**src/rtl/pll_seq_pkg.sv**
```systemverilog
// Shared types and widths for the PLL bring-up sequencer.
// The state encoding is visible on the LEDs, so the values are fixed.
package pll_seq_pkg;

    localparam int TIMER_W = 17;
    localparam int RETRY_W = 4;
    localparam int LOSS_W  = 4;

    typedef enum logic [2:0] {
        ST_RESET     = 3'd0,
        ST_WAIT_LOCK = 3'd1,
        ST_CHECK     = 3'd2,
        ST_RUN       = 3'd3,
        ST_FAIL      = 3'd4,
        ST_PWRDN     = 3'd5
    } state_t;

endpackage

```
**src/rtl/sync_2ff.sv**
```systemverilog
// W-bit two-flop synchronizer with synchronous active-low clear.
// Each bit is synchronized independently; no cross-bit coherence is implied.
module sync_2ff #(
    parameter int W = 1
) (
    input  logic         clk,
    input  logic         rst_n,
    input  logic [W-1:0] d,
    output logic [W-1:0] q
);

    logic [W-1:0] meta;

    always_ff @(posedge clk) begin
        if (!rst_n) begin
            meta <= '0;
            q    <= '0;
        end else begin
            meta <= d;
            q    <= meta;
        end
    end

endmodule

```
**src/rtl/pll_bringup_seq.sv**
```systemverilog
// Board-clock sequencer that resets/powers the PLL, waits for lock, checks that
// every divided counter bit toggles, retries on failure and reports status.
module pll_bringup_seq
    import pll_seq_pkg::*;
#(
    parameter int unsigned RST_CYCLES   = 16,
    parameter int unsigned LOCK_TIMEOUT = 65536,
    parameter int unsigned ACT_WINDOW   = 65536,
    parameter int unsigned MAX_RETRIES  = 3,
    parameter int unsigned NCNT         = 6
) (
    input  logic               clk,
    input  logic               rst_n,
    input  logic               restart,
    input  logic               pwrdwn_req,
    input  logic               locked_in,
    input  logic [NCNT-1:0]    cnt_in,
    output logic               pll_rst,
    output logic               pll_pwrdwn,
    output logic               ready,
    output logic               fail,
    output logic [2:0]         state_o,
    output logic [RETRY_W-1:0] retries,
    output logic [LOSS_W-1:0]  loss_cnt
);

    localparam logic [TIMER_W-1:0] RST_LAST  = TIMER_W'(RST_CYCLES - 1);
    localparam logic [TIMER_W-1:0] LOCK_LAST = TIMER_W'(LOCK_TIMEOUT - 1);
    localparam logic [TIMER_W-1:0] ACT_LAST  = TIMER_W'(ACT_WINDOW - 1);
    localparam logic [RETRY_W-1:0] RETRY_MAX = RETRY_W'(MAX_RETRIES);
    localparam logic [LOSS_W-1:0]  LOSS_SAT  = '1;

    state_t             state, state_next;
    logic [TIMER_W-1:0] timer, timer_next;
    logic [RETRY_W-1:0] retries_next;
    logic [LOSS_W-1:0]  loss_next;
    logic [NCNT-1:0]    seen, seen_next, cnt_s, cnt_d, tog;
    logic               locked_s, locked_d, lock_fall, attempt_fail;

    sync_2ff #(.W(1)) u_sync_lock (
        .clk   (clk),
        .rst_n (rst_n),
        .d     (locked_in),
        .q     (locked_s)
    );

    sync_2ff #(.W(NCNT)) u_sync_cnt (
        .clk   (clk),
        .rst_n (rst_n),
        .d     (cnt_in),
        .q     (cnt_s)
    );

    assign tog       = cnt_s ^ cnt_d;
    assign lock_fall = locked_d & ~locked_s;
    assign state_o   = state;

    always_comb begin
        state_next   = state;
        retries_next = retries;
        loss_next    = loss_cnt;
        attempt_fail = 1'b0;

        case (state)
            ST_RESET: begin
                if (timer == RST_LAST) state_next = ST_WAIT_LOCK;
            end
            ST_WAIT_LOCK: begin
                if (locked_s)                state_next   = ST_CHECK;
                else if (timer == LOCK_LAST) attempt_fail = 1'b1;
            end
            // Losing lock outranks completion, which outranks the window timeout.
            ST_CHECK: begin
                if (!locked_s) begin
                    attempt_fail = 1'b1;
                end else if (&seen) begin
                    state_next   = ST_RUN;
                    retries_next = '0;
                end else if (timer == ACT_LAST) begin
                    attempt_fail = 1'b1;
                end
            end
            ST_RUN: begin
                if (lock_fall) begin
                    attempt_fail = 1'b1;
                    if (loss_cnt != LOSS_SAT) loss_next = loss_cnt + 1'b1;
                end
            end
            ST_FAIL: begin
                if (restart) begin
                    state_next   = ST_RESET;
                    retries_next = '0;
                end
            end
            ST_PWRDN: begin
                if (!pwrdwn_req) begin
                    state_next   = ST_RESET;
                    retries_next = '0;
                end
            end
            default: state_next = ST_RESET;
        endcase

        if (attempt_fail) begin
            retries_next = retries + 1'b1;
            state_next   = (retries_next == RETRY_MAX) ? ST_FAIL : ST_RESET;
        end

        // Power-down pre-empts everything, including any fail bookkeeping this cycle.
        if (pwrdwn_req) begin
            state_next   = ST_PWRDN;
            retries_next = retries;
            loss_next    = loss_cnt;
        end

        timer_next = (state_next != state) ? '0 : ((&timer) ? timer : timer + 1'b1);
        seen_next  = (state == ST_CHECK) ? (seen | tog) : '0;
    end

    // Outputs are decoded from the next state so they switch on the same edge as state.
    always_ff @(posedge clk) begin
        if (!rst_n) begin
            state      <= ST_RESET;
            timer      <= '0;
            retries    <= '0;
            loss_cnt   <= '0;
            seen       <= '0;
            cnt_d      <= '0;
            locked_d   <= 1'b0;
            pll_rst    <= 1'b1;
            pll_pwrdwn <= 1'b0;
            ready      <= 1'b0;
            fail       <= 1'b0;
        end else begin
            state      <= state_next;
            timer      <= timer_next;
            retries    <= retries_next;
            loss_cnt   <= loss_next;
            seen       <= seen_next;
            cnt_d      <= cnt_s;
            locked_d   <= locked_s;
            pll_rst    <= state_next inside {ST_RESET, ST_FAIL, ST_PWRDN};
            pll_pwrdwn <= (state_next == ST_PWRDN);
            ready      <= (state_next == ST_RUN);
            fail       <= (state_next == ST_FAIL);
        end
    end

endmodule

```
**config.mk**
```make
export PLATFORM = sky130hd
export DESIGN_NAME = pll_bringup_seq
export DESIGN_NICKNAME = d
export VERILOG_FILES = /design/src/rtl/pll_seq_pkg.sv /design/src/rtl/sync_2ff.sv /design/src/rtl/pll_bringup_seq.sv
export SDC_FILE = /design/constraint.sdc
export NUM_CORES = 1
export LEC_CHECK = 0
export BUFFER_PORTS_ARGS = -buffer_cell sky130_fd_sc_hd__buf_2
export CAP_MARGIN = 20
export CORE_UTILIZATION = 57
export CTS_CLUSTER_SIZE = 14
export DETAILED_ROUTE_END_ITERATION = 10
export GPL_TIMING_DRIVEN = 0
export HOLD_SLACK_MARGIN = 0.02
export PLACE_DENSITY = 0.81
export SYNTH_ARGS = -nofsm -noshare
export SYNTH_HDL_FRONTEND = slang
export SYNTH_SLANG_ARGS = --single-unit
```
**constraint.sdc**
```tcl
create_clock -name clk -period 2.45 [get_ports clk]
set_input_delay 0.3675 -clock clk [delete_from_list [all_inputs] [get_ports clk]]
set_output_delay 0.3675 -clock clk [all_outputs]
set_load 0.02 [all_outputs]
```
==> results.yml, run 1 <==
clock_tree:
  tritoncts_num_sinks: 59
  worst_setup_hold_path_clk_slew_ns: 0.07
  cts_root_buffer: "clkbuf_8"
  hold_buffers: 0
  clock_tree.buffer_depth: 2
  cts_buffers: 9
  cts-htree-levels: 3
  tritoncts_clock_tree: "yes"
  clk_latency_ns: 0.34
global_routing:
  grt_usage: 0.216
  grt_pass1_wl_um: 6880
  grt_pass1_vias: 1638
  antenna_found_initial: 0
  grt_start_max_net_pins: 11
  grt_remaining_overflow: 0
detailed_routing:
  routed_wire_length_per_instance_um: 12.9
  drt_pre_antenna_iters: 4
  number_of_vias_per_cell: 5.35
  totalWireLength_um: 4470
  antenna_left: 0
  vias: 1851
  detail_route.iter0.violations: 122
  drt_drc_violations_left: 0
power_and_ir_drop:
  powerDensity_nw_per_um2: 690
  max-vdd-ir-drop_uv: 512
  relative_contribution_of_sequential_cells_to_total_power: 0.507
  power_frac_clock: 0.445
  p_sw_mw: 0.421
  power.share.combinational: 0.048
  power_switching_share: 0.215
  total_leakage_power_nw: 1.18
  power.internal_mw: 1.54
sta:
  timing.final.setup_violations: 0
  setup-tns-final_ns: 0
  worst_slew_margin_rel: 0.670
  min_period_ns: 2.29
  finalWorstSetupSlack_ns: 0.155
  timing.final.hold_violations: 0
  max_freq_ghz: 0.436
  slew_viol_final: 0
  worstMarginPinSlew_ns: 0.495
  timing.clock.skew_ns: 0.0104
  period_share: 0.937
setup_path:
  r2r-end: "timer[10]"
  timing.critical_path.to_type: "flop"
  worst_ep_required_time_ns: 2.73
  timing.critical_path.cells: "ha_4, nand3_4, nor4_4, ha_2, nand3b_1, o21ai_1, a32oi_1, nor2b_1, a211o_1, buf_6, buf_8, nor2_2"
  worst_r2r_path_depth: 12
  reg2reg_setup_slack_ns: 0.16
  critPathSlowestCell: "dfxtp_4"
  critical_path.reg2reg.startpoint: "timer[1]"
  path_max_fanout: 10
  timing.critical_path.slowest_cell_delay_ns: 0.37
  crit_path_arrival_time_ns: 2.57
  startpoint_type: "flop"
  worst-setup-path-type: "flop to flop"
worst_hold_path:
  hold_path_startpoint: "locked_in"
  hold_end: "u_sync_lock.meta"
  hold_path_depth: 2
  worstHoldPathType: "primary input to flop"
placed_design:
  placement.io_buffers: 24
  pre_cts_ws_ns: -0.148
  hpwl_um: 2960
  final_weighted_congestion_in_routability_driven_placement: 0.832
status:
  result_of_the_run: "completed"
floorplan:
  placement_rows: 23
  fp.coreArea_um2: 4000
  design.portCount: 26
  die_width_um: 66.4
  die_area_um2: 4410
  initial_core_utilization: 0.591
  chipHeight_um: 66.4
flow_run:
  maxCapViolations: 0
cells_and_area:
  num-nets-final: 309
  layout-drive-gt1-share: 0.189
  num_antenna_cells: 0
  areaGrowthSynthToFinish_pct: 19.9
logic_synthesis:
  postSynthCellCount: 257
  async_reset_ff_frac: 0
  mappedNetlistNets: 274
  postSynth.topFlopCell: "dfxtp_1"
  summed_instance_area_of_the_synthesized_netlist_um2: 2370
  ys_seq_elements: 59
  synth_sequential_area_ratio: 0.499
  synth_edf_count: 0
  syn-mean-instance-area_um2: 9.21
  netlist-cell-type-count: 37
  synthesis.yosys.warnings: 0
[routing by layer]
| metal | track usage | part of all wire | up-vias |
|---|---|---|---|
| met1 | 0.247 | 0.46 | 855 |
| met4 | 0.128 | 0.022 | 0 |
| met5 | 0 | 0 | - |
| li1 | - | - | 941 |
| met2 | 0.357 | 0.48 | 46 |
| met3 | 0.0569 | 0.037 | 9 |
[final cells by class]
type	instances	area, um2
Timing Repair Buffer	25	128
Buffer	9	56.3
Multi-Input combinational cell	182	1180
Fill cell	296	1160
Sequential cell	59	1190
Tap cell	50	62.6
Clock inverter	2	35.0
Clock buffer	13	159
Inverter	6	22.5
[Yosys cell counts (3+ instances only)]
master     n  share of area
and3_1     3         0.0079
a31oi_1    4          0.011
nor2b_1    4          0.011
xnor2_1    7          0.026
nand2_1   15          0.024
and2_1    22          0.058
inv_1      5         0.0079
o21ai_0    6          0.013
xor2_1    17          0.063
nand4_1    5          0.013
o21a_1     7          0.022
nor2_1    40          0.063
a21oi_1    7          0.015
nor3_1     9          0.019
nand3_1   10          0.021
clkbuf_1   7          0.011
ha_1       6          0.032
dfxtp_1   59           0.50
[critical path: cells and delay by family (launching register included)]
family | cells | cell delay, ns
and+or+nand+nor | 5 | 0.75
AOI/OAI and AO/OA | 3 | 0.46
adders and majority gates | 2 | 0.38
DFF | 1 | 0.37
buffers and inverters | 2 | 0.28
[through the flow]
stage	util	hold slack (ns)	area, um2	power (mW)	cells
after global routing	0.709	0.235	2840	2.03	346
after CTS	0.688	0.231	2750	1.97	346
after detailed placement	0.637	0.420	2550	1.10	331
final	0.709	0.238	2840	1.96	346
after floorplan	-	0.412	2370	1.07	257
after global placement	0.637	0.413	2550	1.10	331
[what timing repair did]
| item | CTS | global route |
|---|---|---|
| setup buffers | 0 | 1 |
| resized for setup | 2 | 22 |
| pin swaps | 1 | 5 |
| endpoints found under the hold margin | 0 | 0 |
| endpoints found under the setup margin | 24 | 26 |
[cell usage in the layout, fill, tap and decap left out, types with 4 or more instances in the layout]
cell and n:
dfxtp_1 53, nor2_1 38, buf_2 24, and2_1 22, xor2_1 17, nand2_1 15, clkbuf_8 11, nor3_1 9
nand3_1 8, clkbuf_1 8, a21oi_1 7, o21a_1 7, xnor2_1 7, inv_1 5, nand4_1 5, o21ai_0 5
nor2b_1 4, a31oi_1 4, ha_1 4, dfxtp_2 4
[power groups by stage]
| stage | combinational [mW] | clock [mW] | sequential, mW |
|---|---|---|---|
| final | 0.0936 | 0.872 | 0.993 |
| after floorplan | 0.0573 | 0 | 1.02 |
| after global routing | 0.103 | 0.936 | 0.995 |
| after detailed placement | 0.0890 | 0 | 1.01 |
| after CTS | 0.0910 | 0.889 | 0.992 |
| after global placement | 0.0870 | 0 | 1.01 |
[kinds of logic (layout without fill, tap and decap cells)]
| kind of cell | Yosys count | count (layout) | share of synthesized area |
|---|---|---|---|
| flip-flops | 59 | 59 | 0.499 |
| XOR/XNOR | 24 | 24 | 0.0888 |
| adder cells (fa/ha/maj) | 6 | 6 | 0.0317 |
| AO/OA/AOI/OAI | 30 | 30 | 0.0825 |
| buffers and inverters | 16 | 55 | 0.0338 |
| multiplexers | 2 | 2 | 0.00846 |
| AND/OR/NAND/NOR | 120 | 120 | 0.255 |
[worst max path at each step]
| stage | from | end | slack (ns) | cells after the start |
|---|---|---|---|---|
| 6_report | timer[1] | timer[10] | 0.16 | 12 |
| 3_3_place_gp | timer[6] | timer[10] | -0.09 | 12 |
| 2_1_floorplan | timer[6] | timer[16] | 0.17 | 12 |
| 4_1_cts | timer[0] | timer[10] | 0.005 | 12 |
| 5_1_grt | timer[1] | timer[11] | -0.003 | 12 |
| 3_5_place_dp | timer[6] | timer[15] | -0.15 | 12 |
[flip-flops by register name, indices dropped and copies added (netlist names)]
signal	flops
state_o	3
ready	1
locked_d	1
u_sync_cnt.meta	6
retries	4
timer	17
fail	1
u_sync_lock.q	1
pll_pwrdwn	1
u_sync_lock.meta	1
cnt_d	6
pll_rst	1
loss_cnt	4
u_sync_cnt.q	6
seen	6
Power figures use the tool's default switching activity.
==> run 2, diff against run 1 <==
- RECOVER_POWER: not set -> 25
==> results.yml, run 2 (synthesis results as in run 1) <==
flow_run:
  maxCapViolations: 0
floorplan:
  die_area_um2: 4410
  fp.coreArea_um2: 4000
  die_width_um: 66.4
  initial_core_utilization: 0.591
  design.portCount: 26
  chipHeight_um: 66.4
  placement_rows: 23
power_and_ir_drop:
  p_sw_mw: 0.423
  max-vdd-ir-drop_uv: 513
  power_frac_clock: 0.446
  p_total_mw: 1.96
  total_leakage_power_nw: 1.18
  power.share.combinational: 0.048
  power.internal_mw: 1.54
  relative_contribution_of_sequential_cells_to_total_power: 0.507
  powerDensity_nw_per_um2: 691
  power_switching_share: 0.216
detailed_routing:
  detail_route.iter0.violations: 124
  totalWireLength_um: 4480
  number_of_vias_per_cell: 5.32
  drt_pre_antenna_iters: 4
  antenna_left: 0
  vias: 1842
  routed_wire_length_per_instance_um: 13.0
  drt_drc_violations_left: 0
placed_design:
  hpwl_um: 2960
  placed_area_um2: 2550
  final_weighted_congestion_in_routability_driven_placement: 0.832
  placement.io_buffers: 24
  pre_cts_ws_ns: -0.148
global_routing:
  grt_pass1_wl_um: 6880
  grt_remaining_overflow: 0
  antenna_found_initial: 0
  grt_usage: 0.216
  grt_pass1_vias: 1638
  grt_start_max_net_pins: 11
sta:
  period_share: 0.936
  slew_viol_final: 0
  min_period_ns: 2.29
  setup-tns-final_ns: 0
  worstMarginPinSlew_ns: 0.506
  max_freq_ghz: 0.436
  timing.final.setup_violations: 0
  timing.clock.skew_ns: 0.00949
  timing.final.hold_violations: 0
  worst_slew_margin_rel: 0.662
  finalWorstSetupSlack_ns: 0.156
cells_and_area:
  final_area_um2: 2840
  num_antenna_cells: 0
  largest_reg_flops: 17
  top_register: "timer"
  areaGrowthSynthToFinish_pct: 19.9
  most_common_library_cell_in_the_layout_ignoring_fill_and_taps: "dfxtp_1"
  mostFrequentLayoutCells: "dfxtp_1 (53), nor2_1 (38), buf_2 (24)"
  num-nets-final: 309
  nFillCells: 296
  layout-drive-gt1-share: 0.189
clock_tree:
  worst_setup_hold_path_clk_slew_ns: 0.06
  tritoncts_clock_tree: "yes"
  cts_root_buffer: "clkbuf_8"
  clk_latency_ns: 0.34
  cts-htree-levels: 3
  cts_buffers: 9
  clock_tree.buffer_depth: 2
  tritoncts_num_sinks: 59
setup_path:
  crit_path_arrival_time_ns: 2.50
  worst-setup-path-type: "flop to flop"
  timing.critical_path.to_type: "flop"
  path_max_fanout: 10
  startpoint_type: "flop"
  worst_ep_required_time_ns: 2.66
worst_hold_path:
  worstHoldPathType: "primary input to flop"
status:
  result_of_the_run: "completed"
## run 2: stage by stage
| step | utilization | hold WS [ns] | std cells |
|---|---|---|---|
| 6_report | 0.709 | 0.240 | 346 |
| 5_1_grt | 0.709 | 0.235 | 346 |
| 3_3_place_gp | 0.637 | 0.413 | 331 |
| 2_1_floorplan | - | 0.412 | 257 |
| 3_5_place_dp | 0.637 | 0.420 | 331 |
| 4_1_cts | 0.688 | 0.231 | 346 |
## run 2: cell type report
class                      count  area [um2]  share of cell area
buffer                         9        56.3              0.0199
clock inverter                 2        35.0              0.0124
timing repair buffer          25         128              0.0450
multi-input combinational    182        1180               0.416
tap                           50        62.6              0.0221
inverter                       6        22.5             0.00794
clock buffer                  13         159              0.0560
sequential                    59        1190               0.421
## run 2: critical path: stages, from the launching register on
cell and delay [ns]:
dfxtp_4 0.37, ha_4 0.15, nand3_4 0.09, nor4_4 0.31, ha_2 0.23, nand3b_1 0.08, o21ai_1 0.09, a32oi_1 0.09
buf_4 0.19, a311o_1 0.33, nor2_1 0.15, a211oi_1 0.08
## run 2: metal layers
metal,GRT usage,vias up,share of wire
met2,0.357,46,0.48
li1,-,939,-
met4,0.128,0,0.018
met3,0.0569,9,0.037
met5,0,-,0
met1,0.247,848,0.46
## run 2: path summary, 6_finish.rpt
kind	from	endpoint	slack [ns]	depth (start not counted)
worst max-delay path	timer[1]	retries[2]	0.16	11
worst min-delay path	locked_in	u_sync_lock.meta	0.24	2
worst max register to register	timer[1]	retries[2]	0.16	11
worst min register to register	u_sync_cnt.meta[1]	u_sync_cnt.q[1]	0.43	1
## run 2: power groups by stage
stage                     sequential (mW)  clock (mW)  combinational [mW]
final                               0.993       0.874              0.0937
after global routing                0.995       0.936               0.103
after CTS                           0.992       0.889              0.0910
after detailed placement             1.01           0              0.0890
after global placement               1.01           0              0.0870
after floorplan                      1.02           0              0.0573
## run 2: what timing repair did
action,in CTS,in global routing
endpoints found under the setup margin,24,26
hold buffers,0,0
pin swaps,1,5
gates resized for setup,2,22
buffers inserted,0,1
==> run 3, diff against run 2 <==
- BUFFER_PORTS_ARGS: -buffer_cell sky130_fd_sc_hd__buf_2 -> not set
- CORE_UTILIZATION: 57 -> 61
- DONT_BUFFER_PORTS: not set -> 1
- PLACE_DENSITY: 0.81 -> 0.8
==> results.yml, run 3 (synthesis results as in run 1) <==
status:
  result_of_the_run: "completed"
floorplan:
  die_width_um: 64.3
  placement_rows: 22
  chipHeight_um: 64.3
  design.portCount: 26
  initial_core_utilization: 0.641
  die_area_um2: 4130
  fp.coreArea_um2: 3690
flow_run:
  maxCapViolations: 0
power_and_ir_drop:
  power.share.combinational: 0.034
  p_total_mw: 2.14
  power_frac_clock: 0.499
  powerDensity_nw_per_um2: 778
  relative_contribution_of_sequential_cells_to_total_power: 0.466
  power_switching_share: 0.201
  total_leakage_power_nw: 1.10
  max-vdd-ir-drop_uv: 580
  p_sw_mw: 0.430
  power.internal_mw: 1.71
setup_path:
  timing.critical_path.to_type: "flop"
  path_max_fanout: 10
  worst-setup-path-type: "flop to flop"
  startpoint_type: "flop"
  timing.critical_path.slowest_cell_delay_ns: 0.37
  crit_path_arrival_time_ns: 2.61
  timing.critical_path.cells: "and3_4, nand3_4, nor4_4, ha_2, nand3b_1, o21ai_1, a32oi_1, nor2b_1, a211o_1, buf_6, buf_8, nor2_1"
  worst_ep_required_time_ns: 2.72
  critPathSlowestCell: "dfxtp_2"
sta:
  slew_viol_final: 0
  worst_slew_margin_rel: 0.658
  timing.final.setup_violations: 0
  worstMarginPinSlew_ns: 0.513
  period_share: 0.957
  max_freq_ghz: 0.427
  min_period_ns: 2.34
  timing.clock.skew_ns: 0.00730
  timing.final.hold_violations: 0
  whs_ns: 0.159
cells_and_area:
  num_antenna_cells: 0
  layout-drive-gt1-share: 0.113
  areaGrowthSynthToFinish_pct: 16.2
  largest_reg_flops: 17
  most_common_library_cell_in_the_layout_ignoring_fill_and_taps: "dfxtp_1"
  top_register: "timer"
  num-nets-final: 286
  mostFrequentLayoutCells: "dfxtp_1 (54), nor2_1 (40), xor2_1 (17), and2_1 (17), nand2_1 (15)"
worst_hold_path:
  worstHoldPathType: "primary input to flop"
detailed_routing:
  vias: 1770
  totalWireLength_um: 4510
  drt_pre_antenna_iters: 4
  antenna_left: 0
  routed_wire_length_per_instance_um: 14.0
  detail_route.iter0.violations: 127
  number_of_vias_per_cell: 5.50
  drt_drc_violations_left: 0
global_routing:
  antenna_found_initial: 0
  grt_pass1_wl_um: 6980
  grt_pass1_vias: 1625
  grt_start_max_net_pins: 11
  grt_usage: 0.228
  grt_remaining_overflow: 0
clock_tree:
  clock_tree.buffer_depth: 2
  hold_buffers: 0
  cts-htree-levels: 3
  clk_latency_ns: 0.33
  tritoncts_clock_tree: "yes"
  cts_buffers: 9
  tritoncts_num_sinks: 59
  worst_setup_hold_path_clk_slew_ns: 0.07
  cts_root_buffer: "clkbuf_8"
placed_design:
  placement.io_buffers: 0
  hpwl_um: 2850
  final_weighted_congestion_in_routability_driven_placement: 0.839
## run 3: cell types whose count changed in the layout (fill, tap and decap cells not counted), sizes merged
cell    previous run  this run
clkinv             2         3
bufinv             1         3
clkbuf            19        17
buf               28         5
## run 3: layer usage
metal	vias up	wire length [um]	track usage
li1	886	-	-
met1	831	2000	0.258
met2	39	2200	0.375
met3	14	200	0.0661
met4	0	122	0.144
met5	-	0	0
## run 3: area by class of cell
class	instances	area (um2)
sequential	59	1190
multi-input combinational	182	1160
fill	265	938
clock buffer	11	141
clock inverter	5	100
tap	48	60.1
buffer	9	56.3
inverter	6	22.5
timing repair buffer	2	15.0
## run 3: stage by stage
step | instance area (um2) | worst slack, ns | utilization | setup TNS, ns | std cells
finish | 2750 | 0.106 | 0.746 | 0 | 322
global route | 2750 | -0.0249 | 0.746 | -0.120 | 322
floorplan | 2370 | 0.175 | - | 0 | 257
CTS | 2680 | 0.00898 | 0.725 | 0 | 320
detailed placement | 2430 | -0.147 | 0.658 | -2.02 | 305
global placement | 2430 | -0.113 | 0.658 | -1.54 | 305
## run 3: worst max-delay path: cells and delay by family, from the launching register on
family                     cells  cell delay [ns]
and+or+nand+nor                6             0.92
AOI/OAI and AO/OA              3             0.47
DFF                            1             0.37
buffers and inverters          2             0.28
adders and majority gates      1             0.23
## run 3: final timing paths
path / slack [ns] / endpoint / startpoint / cells past startpoint
min reg2reg: 0.43 / u_sync_cnt.q[2] / u_sync_cnt.meta[2] / 1
min: 0.16 / u_sync_lock.meta / locked_in / 1
max: 0.11 / timer[10] / timer[8] / 12
max reg2reg: 0.11 / timer[10] / timer[8] / 12
## run 3: timing repair
item                                   in CTS  in global routing
pin swaps                                   1                  4
resized for setup                           2                 17
endpoints found under the hold margin       0                  0
setup endpoints to repair                  25                 26
setup buffers                               0                  2
## run 3: power groups by stage
stage	Clock, mW	Sequential [mW]	Combinational (mW)
2_1_floorplan	0	1.02	0.0573
3_3_place_gp	0	1.02	0.0689
3_5_place_dp	0	1.02	0.0710
4_1_cts	1.08	0.999	0.0721
5_1_grt	1.13	0.999	0.0823
6_report	1.07	0.997	0.0737
